### src/rtl/mem_port2_arbiter_if.sv
// rtl/mem_port2_arbiter_if.sv - port-2 requester, port-1 snoop and memory-side signals
interface mem_port2_arbiter_if #(
  parameter int ADDR_W = 16,
  parameter int DATA_W = 16
);
  logic [2:0]          req;
  logic [2:0]          we;
  logic [2:0]          lock;
  logic [3*ADDR_W-1:0] addr;
  logic [3*DATA_W-1:0] wdata;
  logic [2:0]          gnt;
  logic [2:0]          rvalid;
  logic [DATA_W-1:0]   rdata;
  logic [ADDR_W-1:0]   p1_addr;
  logic                p1_write;
  logic [ADDR_W-1:0]   mem_a2;
  logic [DATA_W-1:0]   mem_w2;
  logic                mem_write2;
  logic                mem_read2;
  logic [DATA_W-1:0]   mem_r2;

  modport master (
    output req, we, lock, addr, wdata, p1_addr, p1_write, mem_r2,
    input  gnt, rvalid, rdata, mem_a2, mem_w2, mem_write2, mem_read2
  );

  modport slave (
    input  req, we, lock, addr, wdata, p1_addr, p1_write, mem_r2,
    output gnt, rvalid, rdata, mem_a2, mem_w2, mem_write2, mem_read2
  );
endinterface

### src/rtl/mem_port2_arbiter.sv
// rtl/mem_port2_arbiter.sv - round-robin arbiter with bounded lock for memory port 2
module mem_port2_arbiter #(
  parameter int ADDR_W   = 16,
  parameter int DATA_W   = 16,
  parameter int LOCK_MAX = 4
) (
  input logic                clk,
  input logic                reset_n,
  mem_port2_arbiter_if.slave bus
);
  typedef logic [1:0] idx_t;

  function automatic idx_t inc3(input idx_t a, input idx_t b);
    logic [2:0] s;
    s = {1'b0, a} + {1'b0, b};
    if (s >= 3'd3) s = s - 3'd3;
    return s[1:0];
  endfunction

  idx_t        ptr;
  idx_t        owner;
  logic        own_v;
  logic [3:0]  lock_cnt;
  logic [2:0]  rvalid_q;

  logic [ADDR_W-1:0] addr_a  [3];
  logic [DATA_W-1:0] wdata_a [3];

  for (genvar g = 0; g < 3; g++) begin : g_unpack
    assign addr_a[g]  = bus.addr[g*ADDR_W +: ADDR_W];
    assign wdata_a[g] = bus.wdata[g*DATA_W +: DATA_W];
  end

  idx_t       win;
  logic       any_req;
  logic       owner_hit;
  logic       stall;
  logic       grant;
  logic [2:0] win_oh;
  logic [3:0] base_cnt;
  logic [4:0] cnt_next;
  logic       keep_lock;

  // A live lock owner bypasses the scan; lowest offset from ptr wins otherwise.
  always_comb begin
    win       = ptr;
    any_req   = 1'b0;
    owner_hit = own_v && bus.req[owner];
    if (owner_hit) begin
      win     = owner;
      any_req = 1'b1;
    end else begin
      for (int k = 2; k >= 0; k--) begin
        if (bus.req[inc3(ptr, 2'(k))]) begin
          win     = inc3(ptr, 2'(k));
          any_req = 1'b1;
        end
      end
    end
  end

  assign stall     = bus.we[win] && bus.p1_write && (addr_a[win] == bus.p1_addr);
  assign grant     = any_req && !stall;
  assign win_oh    = 3'b001 << win;
  // A fresh locker starts counting from zero even if a stale owner count remains.
  assign base_cnt  = owner_hit ? lock_cnt : 4'd0;
  assign cnt_next  = {1'b0, base_cnt} + 5'd1;
  assign keep_lock = bus.lock[win] && (32'(cnt_next) < LOCK_MAX);

  assign bus.gnt        = grant ? win_oh : 3'b000;
  assign bus.mem_a2     = grant ? addr_a[win] : '0;
  assign bus.mem_w2     = grant ? wdata_a[win] : '0;
  assign bus.mem_write2 = grant && bus.we[win];
  assign bus.mem_read2  = grant && !bus.we[win];
  assign bus.rvalid     = rvalid_q;
  assign bus.rdata      = bus.mem_r2;

  always_ff @(posedge clk or negedge reset_n) begin
    if (!reset_n) begin
      ptr      <= 2'd0;
      owner    <= 2'd0;
      own_v    <= 1'b0;
      lock_cnt <= 4'd0;
      rvalid_q <= 3'b000;
    end else begin
      rvalid_q <= (grant && !bus.we[win]) ? win_oh : 3'b000;
      if (grant) begin
        if (keep_lock) begin
          own_v    <= 1'b1;
          owner    <= win;
          lock_cnt <= cnt_next[3:0];
        end else begin
          own_v    <= 1'b0;
          lock_cnt <= 4'd0;
          ptr      <= inc3(win, 2'd1);
        end
      end else if (own_v && !bus.req[owner]) begin
        own_v    <= 1'b0;
        lock_cnt <= 4'd0;
      end
    end
  end
endmodule

### src/flat_wrapper.sv
// flat-port wrapper written by rule: the top's interface ports become plain ports
module mem_port2_arbiter_flat 
#(
  parameter int ADDR_W   = 16,
  parameter int DATA_W   = 16,
  parameter int LOCK_MAX = 4
)
  (clk, reset_n, bus_req, bus_we, bus_lock, bus_addr, bus_wdata, bus_p1_addr, bus_p1_write, bus_mem_r2, bus_gnt, bus_rvalid, bus_rdata, bus_mem_a2, bus_mem_w2, bus_mem_write2, bus_mem_read2);
  mem_port2_arbiter_if #(.ADDR_W(ADDR_W), .DATA_W(DATA_W)) bus_i ();
  input logic clk;
  input logic reset_n;
  input wire logic [$bits(bus_i.req)-1:0] bus_req;
  input wire logic [$bits(bus_i.we)-1:0] bus_we;
  input wire logic [$bits(bus_i.lock)-1:0] bus_lock;
  input wire logic [$bits(bus_i.addr)-1:0] bus_addr;
  input wire logic [$bits(bus_i.wdata)-1:0] bus_wdata;
  input wire logic [$bits(bus_i.p1_addr)-1:0] bus_p1_addr;
  input wire logic [$bits(bus_i.p1_write)-1:0] bus_p1_write;
  input wire logic [$bits(bus_i.mem_r2)-1:0] bus_mem_r2;
  output wire logic [$bits(bus_i.gnt)-1:0] bus_gnt;
  output wire logic [$bits(bus_i.rvalid)-1:0] bus_rvalid;
  output wire logic [$bits(bus_i.rdata)-1:0] bus_rdata;
  output wire logic [$bits(bus_i.mem_a2)-1:0] bus_mem_a2;
  output wire logic [$bits(bus_i.mem_w2)-1:0] bus_mem_w2;
  output wire logic [$bits(bus_i.mem_write2)-1:0] bus_mem_write2;
  output wire logic [$bits(bus_i.mem_read2)-1:0] bus_mem_read2;
  assign bus_i.req = bus_req;
  assign bus_i.we = bus_we;
  assign bus_i.lock = bus_lock;
  assign bus_i.addr = bus_addr;
  assign bus_i.wdata = bus_wdata;
  assign bus_i.p1_addr = bus_p1_addr;
  assign bus_i.p1_write = bus_p1_write;
  assign bus_i.mem_r2 = bus_mem_r2;
  assign bus_gnt = bus_i.gnt;
  assign bus_rvalid = bus_i.rvalid;
  assign bus_rdata = bus_i.rdata;
  assign bus_mem_a2 = bus_i.mem_a2;
  assign bus_mem_w2 = bus_i.mem_w2;
  assign bus_mem_write2 = bus_i.mem_write2;
  assign bus_mem_read2 = bus_i.mem_read2;
  mem_port2_arbiter #(.ADDR_W(ADDR_W), .DATA_W(DATA_W), .LOCK_MAX(LOCK_MAX)) u_core (.clk(clk), .reset_n(reset_n), .bus(bus_i));
endmodule
### config.mk
export PLATFORM = sky130hd
export DESIGN_NAME = mem_port2_arbiter_flat
export DESIGN_NICKNAME = d
export VERILOG_FILES = /design/src/rtl/mem_port2_arbiter_if.sv /design/src/rtl/mem_port2_arbiter.sv /design/src/flat_wrapper.sv
export SDC_FILE = /design/constraint.sdc
export NUM_CORES = 1
export LEC_CHECK = 0
export CAP_MARGIN = 20
export CORE_MARGIN = 2
export CORE_UTILIZATION = 38
export CTS_CLUSTER_DIAMETER = 150
export DETAILED_ROUTE_END_ITERATION = 8
export PLACE_DENSITY_LB_ADDON = 0.12
export SYNTH_ARGS = -nofsm -noshare
export SYNTH_HDL_FRONTEND = slang
export SYNTH_SLANG_ARGS = --single-unit
export TNS_END_PERCENT = 100
### constraint.sdc
create_clock -name clk -period 15.3 [get_ports clk]
set_input_delay 4.59 -clock clk [delete_from_list [all_inputs] [get_ports clk]]
set_output_delay 4.59 -clock clk [all_outputs]
set_load 0.03 [all_outputs]
# Yosys cells after proc, flatten, opt, wreduce, memory -nomap -nowiden
# Index checks and enable logic that the tools add are counted.
totals:
  reg_bits: 12
  input_bits: 140
  output_inout_bits: 56
classes:
  n_addsub: 8
  magnitude_cmp: 11
  n_eq_ne: 1
  shifts: 1
  muxes: 44
  bitwise: 2
  n_reduce_logical: 14
op_table:
  columns: ["operator", "count"]
  rows:
  - ["$mux 16", 6]
  - ["$bmux 16 s2", 2]
  - ["$mux 2", 11]
  - ["$eq 16x16->1", 1]
  - ["$mux 4", 4]
  - ["$lt 2x3->1 const B", 5]
  - ["$mux 1", 13]
  - ["$bmux 1 s2", 6]
  - ["$ge 3x2->1 const B", 3]
  - ["$logic_and 1x1->1", 8]
  - ["$sub 2x2->2 const B", 4]
  - ["$add 2x1->3 const B", 2]
  - ["$mux 3", 2]
  - ["$add 4x1->5 const B", 1]
  - ["$lt 5x3->1 const B", 1]
  - ["$reduce_and 2->1", 2]
  - ["$add 2x2->3 const B", 1]
  - ["$ge 3x3->1 const B", 1]
  - ["$logic_not 1->1", 3]
  - ["$not 2->3", 1]
  - ["$shl 1x2->3 const A", 1]
  - ["$ge 2x2->1 const B", 1]
  - ["$reduce_bool 2->1", 1]
  - ["$not 1->1", 1]

# Longest topological paths before layout
# Gate-level depths: netlist of the first run.
logic_depth:
  ltp_word: 20
  depth_mapped: 17
  depth_no_buf: 13

# Worst setup path after synthesis of the first run
# No wires, ideal clock.
synth_timing:
  kind: "input port to output port"
  from: "in bus_req[2]"
  to: "out bus_mem_a2[8]"
  arrival_ps: 7512
  slack_ps: 3198
  cell_stages: 12
  cell_sequence: "mux2i_1 > o21ai_2 > a21o_1 > o21ai_4 > clkbuf_1 > mux2_2 > a22oi_1 > xor2_1 > nand4_1 > o21ai_4 > buf_4 > a311oi_1"
synth_via:
  elab_chain_len: 15
  word_cells_on_any_way: 29
synth_lines:
  columns: ["element", "line_no", "rtl"]
  rows:
  - ["start, declared", "flat_wrapper.sv:12", "input wire logic [$bits(bus_i.req)-1:0] bus_req;"]
  - ["$bmux 1 s2", "mem_port2_arbiter.sv:54", "if (bus.req[inc3(ptr, 2'(k))]) begin"]
  - ["$mux 1 (not written as such)", "mem_port2_arbiter.sv:54", null]
  - ["$mux 2 (3 in series)", "mem_port2_arbiter.sv:54", null]
  - ["$mux 2", "mem_port2_arbiter.sv:49", "if (owner_hit) begin"]
  - ["$not 2->3 (not written as such)", "mem_port2_arbiter.sv:62, mem_port2_arbiter.sv:71", null]
  - ["$bmux 16 s2", "mem_port2_arbiter.sv:62, mem_port2_arbiter.sv:71", null]
  - ["$mux 16 (not written as such) (2 in series)", "mem_port2_arbiter.sv:62, mem_port2_arbiter.sv:71", null]
  - ["$eq 16x16->1", "mem_port2_arbiter.sv:62", "assign stall = bus.we[win] && bus.p1_write && (addr_a[win] == bus.p1_addr);"]
  - ["$logic_and 1x1->1", "mem_port2_arbiter.sv:62", null]
  - ["$logic_not 1->1", "mem_port2_arbiter.sv:63", "assign grant = any_req && !stall;"]
  - ["$logic_and 1x1->1", "mem_port2_arbiter.sv:63", null]
  - ["$mux 16 *", "mem_port2_arbiter.sv:71", "assign bus.mem_a2 = grant ? addr_a[win] : '0;"]
  - ["end, declared", "flat_wrapper.sv:23", "output wire logic [$bits(bus_i.mem_a2)-1:0] bus_mem_a2;"]
# Mark *: on every way between the ends. The rest lies on a longest branch, timed or not. The select of a mux whose other input is x is not followed.

# Worst setup path in the final report of the first run
layout_timing:
  from: "in bus_req[2]"
  to: "out bus_mem_a2[1]"
# The elaborated chain is that of the path after synthesis.

==> qor.yml, run 1 <==
run_status:
  status: "completed"
setup_path:
  slowest_stage: "o21ai_4"
  cp_max_fo: 41
  critPathMaxStageDelay_ps: 850
  worstPathRequired_ps: 10710
  cp-end-kind: "primary output"
  cp-start-kind: "input pin"
  cp_top_family: "buffers and inverters"
  r2r_cells: 14
  crit_arrival_ps: 9790
  rr_startpoint: "u_core.ptr[0]"
  critPathBufInv: 3
  reg2reg_to: "u_core.bus.rvalid[0]"
  r2r_slack_ps: 10170
  cp_cell_sequence: "clkdlybuf4s50_1, mux2i_1, o21ai_2, a21o_1, o21ai_4, inv_2, or4_1, nand3_1, or4_1, or4_4, o21ai_4, nor2_1, clkdlybuf4s50_1"
  critPathKind: "in -> out"
place:
  gp_congestion: 0.870
  preCtsSetupSlack_ps: 970
  hpwl_mm: 7.81
  port_buffers: 163
routing:
  vias_per_cell: 5.66
  routed_wl_mm: 10.2
  wire_per_inst_um: 16.5
  drt_first_pass_iters: 5
  wl_met2_mm: 5.07
  met1Wirelength_mm: 4.26
  top_layer: "met4"
  drt_iter0_markers: 212
  drcViolationCount: 0
  antenna_left: 0
  vias: 3477
  wl_met3_um: 713
clock_tree:
  cts-root-buf: "clkbuf_8"
  cts_hold_buffers: 0
  cts.clk_slew.worst_paths_ps: 50
  cts_made_buffers: 3
  clock-sinks: 12
  post_cts_resized: 0
  clk_path_buf_depth: 2
  post-cts-setup-buffers: 0
  clk_latency_ps: 250
  ctsHtreeMaxLevel: 1
  tritoncts: "yes"
min_path:
  whs_endpoint: "u_core.lock_cnt[2]"
  worstHoldPathType: "reg -> reg"
  hold_start: "u_core.lock_cnt[2]"
  min_path_cells: 1
cells_and_area:
  utilization_pct: 62.5
  nets: 682
  area_delta_synth_final_pct: 59.3
  fill_cells: 629
  layout_common_cells: "clkdlybuf4s50_1 (163), a21oi_1 (67), nand2_1 (61)"
  insertedDiodeCount: 0
  drive_above_1_share_pct: 4.49
  final_common_cell: "clkdlybuf4s50_1"
global_route:
  grt_overflow_total: 0
  grt_max_degree: 42
  track_usage_pct: 25.0
  antenna_found_initial: 0
  grt_pass1_vias: 3334
  grt_pass1_wl_mm: 15.6
timing:
  skew_ps: 5.67
  rsz0062_at_grt: "no"
  max_slew.worst_pin.slew_ps: 1050
  setup_violations: 0
  postLayoutSetupSlackWorst_ps: 919
  fin_crit_sh_pct: 94.0
  max_slew_margin_pct: 29.5
  hold_viol_final: 0
  setup_tns_ps: 0
  min_period_ps: 14380
  maxSlewViolCount: 0
  fmax_mhz: 69.5
power:
  p_leak_nw: 1.71
  p_per_area_nw_per_um2: 277
  power_mw: 1.17
  ir_drop_mv: 0.163
synth:
  synth.distinct_cells: 60
  synth_nets: 555
  synth_edf_count: 0
  synth_top_area_share_pct: 12.6
  synthFlopType: "dfrtp_1"
  synth_area_leaders: "a21oi_1 (13%), dfrtp_1 (11%), nand2_1 (8.6%)"
  syn_inst: 408
  synth_top_cell_by_area: "a21oi_1"
  synth-seq-area-share_pct: 11.3
  syn_area_per_cell_um2: 6.50
  synthArstFlopShare_pct: 100
  synth-seq-cells: 12
  syn_area_um2: 2650
  yosys_warnings: 0
floorplanning:
  initial_utilization_pct: 39.3
  rows: 30
  fp.dieH_um: 87.6
  coreArea_um2: 6760
  die-width_um: 87.6
  die_area_um2: 7670
  pin_count: 196
flow_run:
  max_cap_violations: 0
[metrics by stage]
stage,std cells,instance area [um2],hold WS [ps]
after CTS,614,4230,539
after global routing,614,4230,566
final,614,4230,545
after global placement,610,4170,528
after floorplan,408,2650,495
after detailed placement,610,4170,526
[Yosys cell counts, types with 3 or more instances]
library cell,number
mux2i_1,9
o221ai_1,3
a31oi_1,4
dfrtp_1,12
o21ai_0,6
buf_1,4
o211ai_1,23
nor2b_1,7
a21o_1,3
inv_1,11
ha_1,7
xnor2_1,8
xor2_1,4
mux2_2,3
nand3b_1,8
nor2_1,43
buf_2,9
and3_1,11
a21oi_1,67
clkbuf_1,15
nand2b_1,6
nand2_1,61
or4_1,3
o211a_1,4
buf_4,17
nand3_1,7
a211oi_1,6
nor3_1,4
[where the power goes]
part | switching (mW) | internal, mW
Combinational | 0.662 | 0.418
Clock | 0.0133 | 0.0228
Sequential | 0.0114 | 0.0431
Total | 0.686 | 0.484
[flip-flops by register name, summed over array words and instances (netlist names)]
register and cells:
u_core.lock_cnt 4, u_core.own_v 1, u_core.owner 2, u_core.bus.rvalid 3, u_core.ptr 2
[layer usage]
metal	GRT usage, %	vias to the layer above
li1	-	1710
met1	32.1	1614
met2	44.5	138
met3	4.15	15
met4	3.92	0
met5	0	-
[cell families after synthesis]
| family | synth area share [%] |
|---|---|
| xor gates and xnor gates | 3.96 |
| AOI/OAI and AO/OA | 35.3 |
| muxes | 5.09 |
| buffers and inverters | 11.6 |
| and+or+nand+nor | 29.5 |
| adders and majority gates | 3.30 |
| DFF | 11.3 |
[worst max path at each step]
stage | start | cells after the start | slack, ps | to
6_report | bus_req[2] | 13 | 920 | bus_mem_a2[1]
5_1_grt | bus_req[1] | 13 | 650 | bus_mem_a2[1]
4_1_cts | bus_req[2] | 13 | 930 | bus_mem_a2[1]
3_5_place_dp | bus_req[2] | 13 | 970 | bus_mem_a2[1]
3_3_place_gp | bus_req[1] | 13 | 1060 | bus_mem_a2[1]
2_1_floorplan | bus_req[2] | 12 | 3200 | bus_mem_a2[8]
[area by class of cell]
type	instances	area, um2	share of cell area (%)
Tap cell	80	100	2.37
Clock buffer	4	55.1	1.30
Inverter	13	51.3	1.21
Timing Repair Buffer	168	1670	39.5
Multi-Input combinational cell	337	2050	48.5
Sequential cell	12	300	7.11
(Power assumes the default switching activity.)
==> run 2: changes to the inputs <==
Settings changed: CTS_CLUSTER_SIZE from default to 10.
==> results of run 2 <==
Final layout, timing and power as in run 1 (identical DEF).
==> variant, RTL diff (settings of run 1) <==
Reset style: synchronous (`reset_n`), changed in one clocked block.
--- a/src/rtl/mem_port2_arbiter.sv
+++ b/src/rtl/mem_port2_arbiter.sv
@@ -75,7 +75,7 @@
   assign bus.rvalid     = rvalid_q;
   assign bus.rdata      = bus.mem_r2;
 
-  always_ff @(posedge clk or negedge reset_n) begin
+  always_ff @(posedge clk) begin
     if (!reset_n) begin
       ptr      <= 2'd0;
       owner    <= 2'd0;
Check against the original RTL: differs if reset_n is asserted again (counterexample within 4 cycles, from zero or initial values and one cycle with reset_n low); with reset_n held inactive, the same outputs for 4 cycles.
==> variant against run 1 <==
Synthesized area down 16%. Count of clock-buffer cells in the layout unchanged. Highest routed layer unchanged. Wire length down 16%. Final cell count down 10%. Die area down 15%. Clock skew down 0.0038 ns. Via count down 15%. Setup slack worse by 0.032 ns. Total power down 1.8%. Final area down 9.4%. Maximum frequency down 0.22%. Sequential cell count unchanged.
==> variant: results (changes against run 1) <==
Setup path:
- The cell family contributing the most delay on the critical path is simple AND/OR/NAND/NOR gates.
- The flop-to-flop setup slack was 10.32 ns (+0.15 ns).
- In this run the critical register-to-register path is captured at u_core.lock_cnt[3].
- The stage delay of the slowest cell on the critical path is 0.70 ns (-0.15 ns).
- The slowest stage of the critical path belongs to the cell nand2_2.
- The data arrival time of the critical path was 9.82 ns (+0.03 ns).

Drt:
- The met1 layer wirelength in the final routing is 3.30 mm (-23%).
- The routed wire length on met2 is 4.35 mm (-14%).
- The number of vias after detailed routing is 2954 (-15%).
- The final wirelength is 8.53 mm (-16%).
- The post-detailed-route wirelength per cell is 15.4 um (-6.6%).
- The first-iteration detailed-routing DRC count was 190 (-10%).
- The amount of wire on met3 after detailed routing is 703 um (-1.4%).

Synth:
- The share of synthesized flip-flops with an asynchronous set or reset was 0% (-100 points).
- The proportion of synthesized chip area in sequential cells was 10.8% (-0.56 points).
- The post-synthesis area per instance is 6.47 sq um (-0.48%).
- The most frequently used flop master after synthesis is dfxtp_1.
- The post-synthesis compound-gate area fraction is 27.1% (-8.2 points).
- The synthesized-area fraction occupied by xor and xnor cells came to 3.92% (-0.038 points).
- The net count after synthesis is 492 (-11%).
- The adder-cell share of the synthesized area is 3.92% (+0.62 points).
- By area the synthesized netlist is led by a21oi_1, nand2_1, dfxtp_1.
- The fraction of synthesized area in multiplexers is 11.6% (+6.5 points).
- The number of unique standard cell types used by synthesis is 51 (-15%).

Layout:
- The proportion of layout cells with a drive suffix above 1 came to 4.79% (+0.30 points).
- The multi-input combinational cell count is 283 (-16%).
- The number of fill cells is 496 (-21%).
- The multi-input gate share of total cell area is 45.0% (-3.5 points).
- The clock-cell share of area is 1.44% (+0.13 points).
- The sequential cell area is 240 sq um (-20%).
- The portion of the layout cell area used by non-clock buffers is 43.6% (+4.1 points).

Min path:
- The endpoint with the worst hold slack is u_core.lock_cnt[0].
- The cell depth of the worst min-delay path is 2 (+1).

Placement:
- The HPWL after detailed placement is 6.64 mm (-15%).
- The global placement routability congestion came to 0.826 (-5.1%).
- The count of placed standard cells including taps is 548 (-10%).

Run status:
- The flow ran to the end, and the final reports show no timing, DRC or antenna violations.

Global route:
- The global-route wire length before repair was 12.9 mm (-17%).
- The number of global-route vias before repair is 2862 (-14%).
- The global routing usage summed across all routing layers is 24.7% (-0.21 points).

STA:
- The final setup skew is 0.00182 ns (-0.00385 ns).

Power:
- The largest voltage drop on the vdd net is 0.000187 V (+15%).
-- variant: cell count changes after synthesis, moves of 9 or more --
cell and delta:
mux2i_1 +9, o211ai_1 -23, dfrtp_1 -12, nor2_1 -12, a21oi_1 -16, dfxtp_1 +12
-- variant: worst max path at each step --
stage	start	end	slack, ns	cells after the start
floorplan	bus_req[2]	bus_mem_a2[15]	3.41	14
global placement	bus_req[2]	bus_mem_a2[6]	1.10	15
detailed placement	bus_req[2]	bus_mem_a2[6]	0.90	15
CTS	bus_req[2]	bus_mem_a2[6]	0.84	15
global route	bus_req[2]	bus_mem_a2[6]	0.41	15
finish	bus_req[2]	bus_mem_w2[0]	0.89	15
-- variant: routing by layer --
layer	global-route usage, %	up-vias
li1	-	1470
met1	28.0	1325
met3	6.07	17
met2	45.0	142
met5	0	-
met4	7.97	0
-- variant: report_power, final --
part           internal [uW]  switching, uW
clock                   22.7           11.5
combinational            428            638
sequential              40.6           7.92
-- variant: per-stage QoR --
step                total power, uW  worst slack [ns]  utilization [%]
CTS                            1150             0.836             68.7
finish                         1150             0.887             68.7
global placement               1100              1.10             67.7
detailed placement             1110             0.902             67.7
floorplan                       761              3.41                -
global route                   1230             0.407             68.7
-- variant: worst register-to-register path, cell delays in order, from the launching register on --
cell	delay, ns
dfxtp_1	0.40
inv_1	0.08
ha_1	0.39
inv_1	0.12
a22oi_1	0.21
a32oi_1	0.11
a21oi_2	0.53
clkinv_1	0.42
buf_4	0.34
mux2i_1	0.16
o21a_1	0.18
a41o_1	0.20
nor4_1	0.35
nand4_1	0.47
nand2_2	0.70
and3_1	0.28
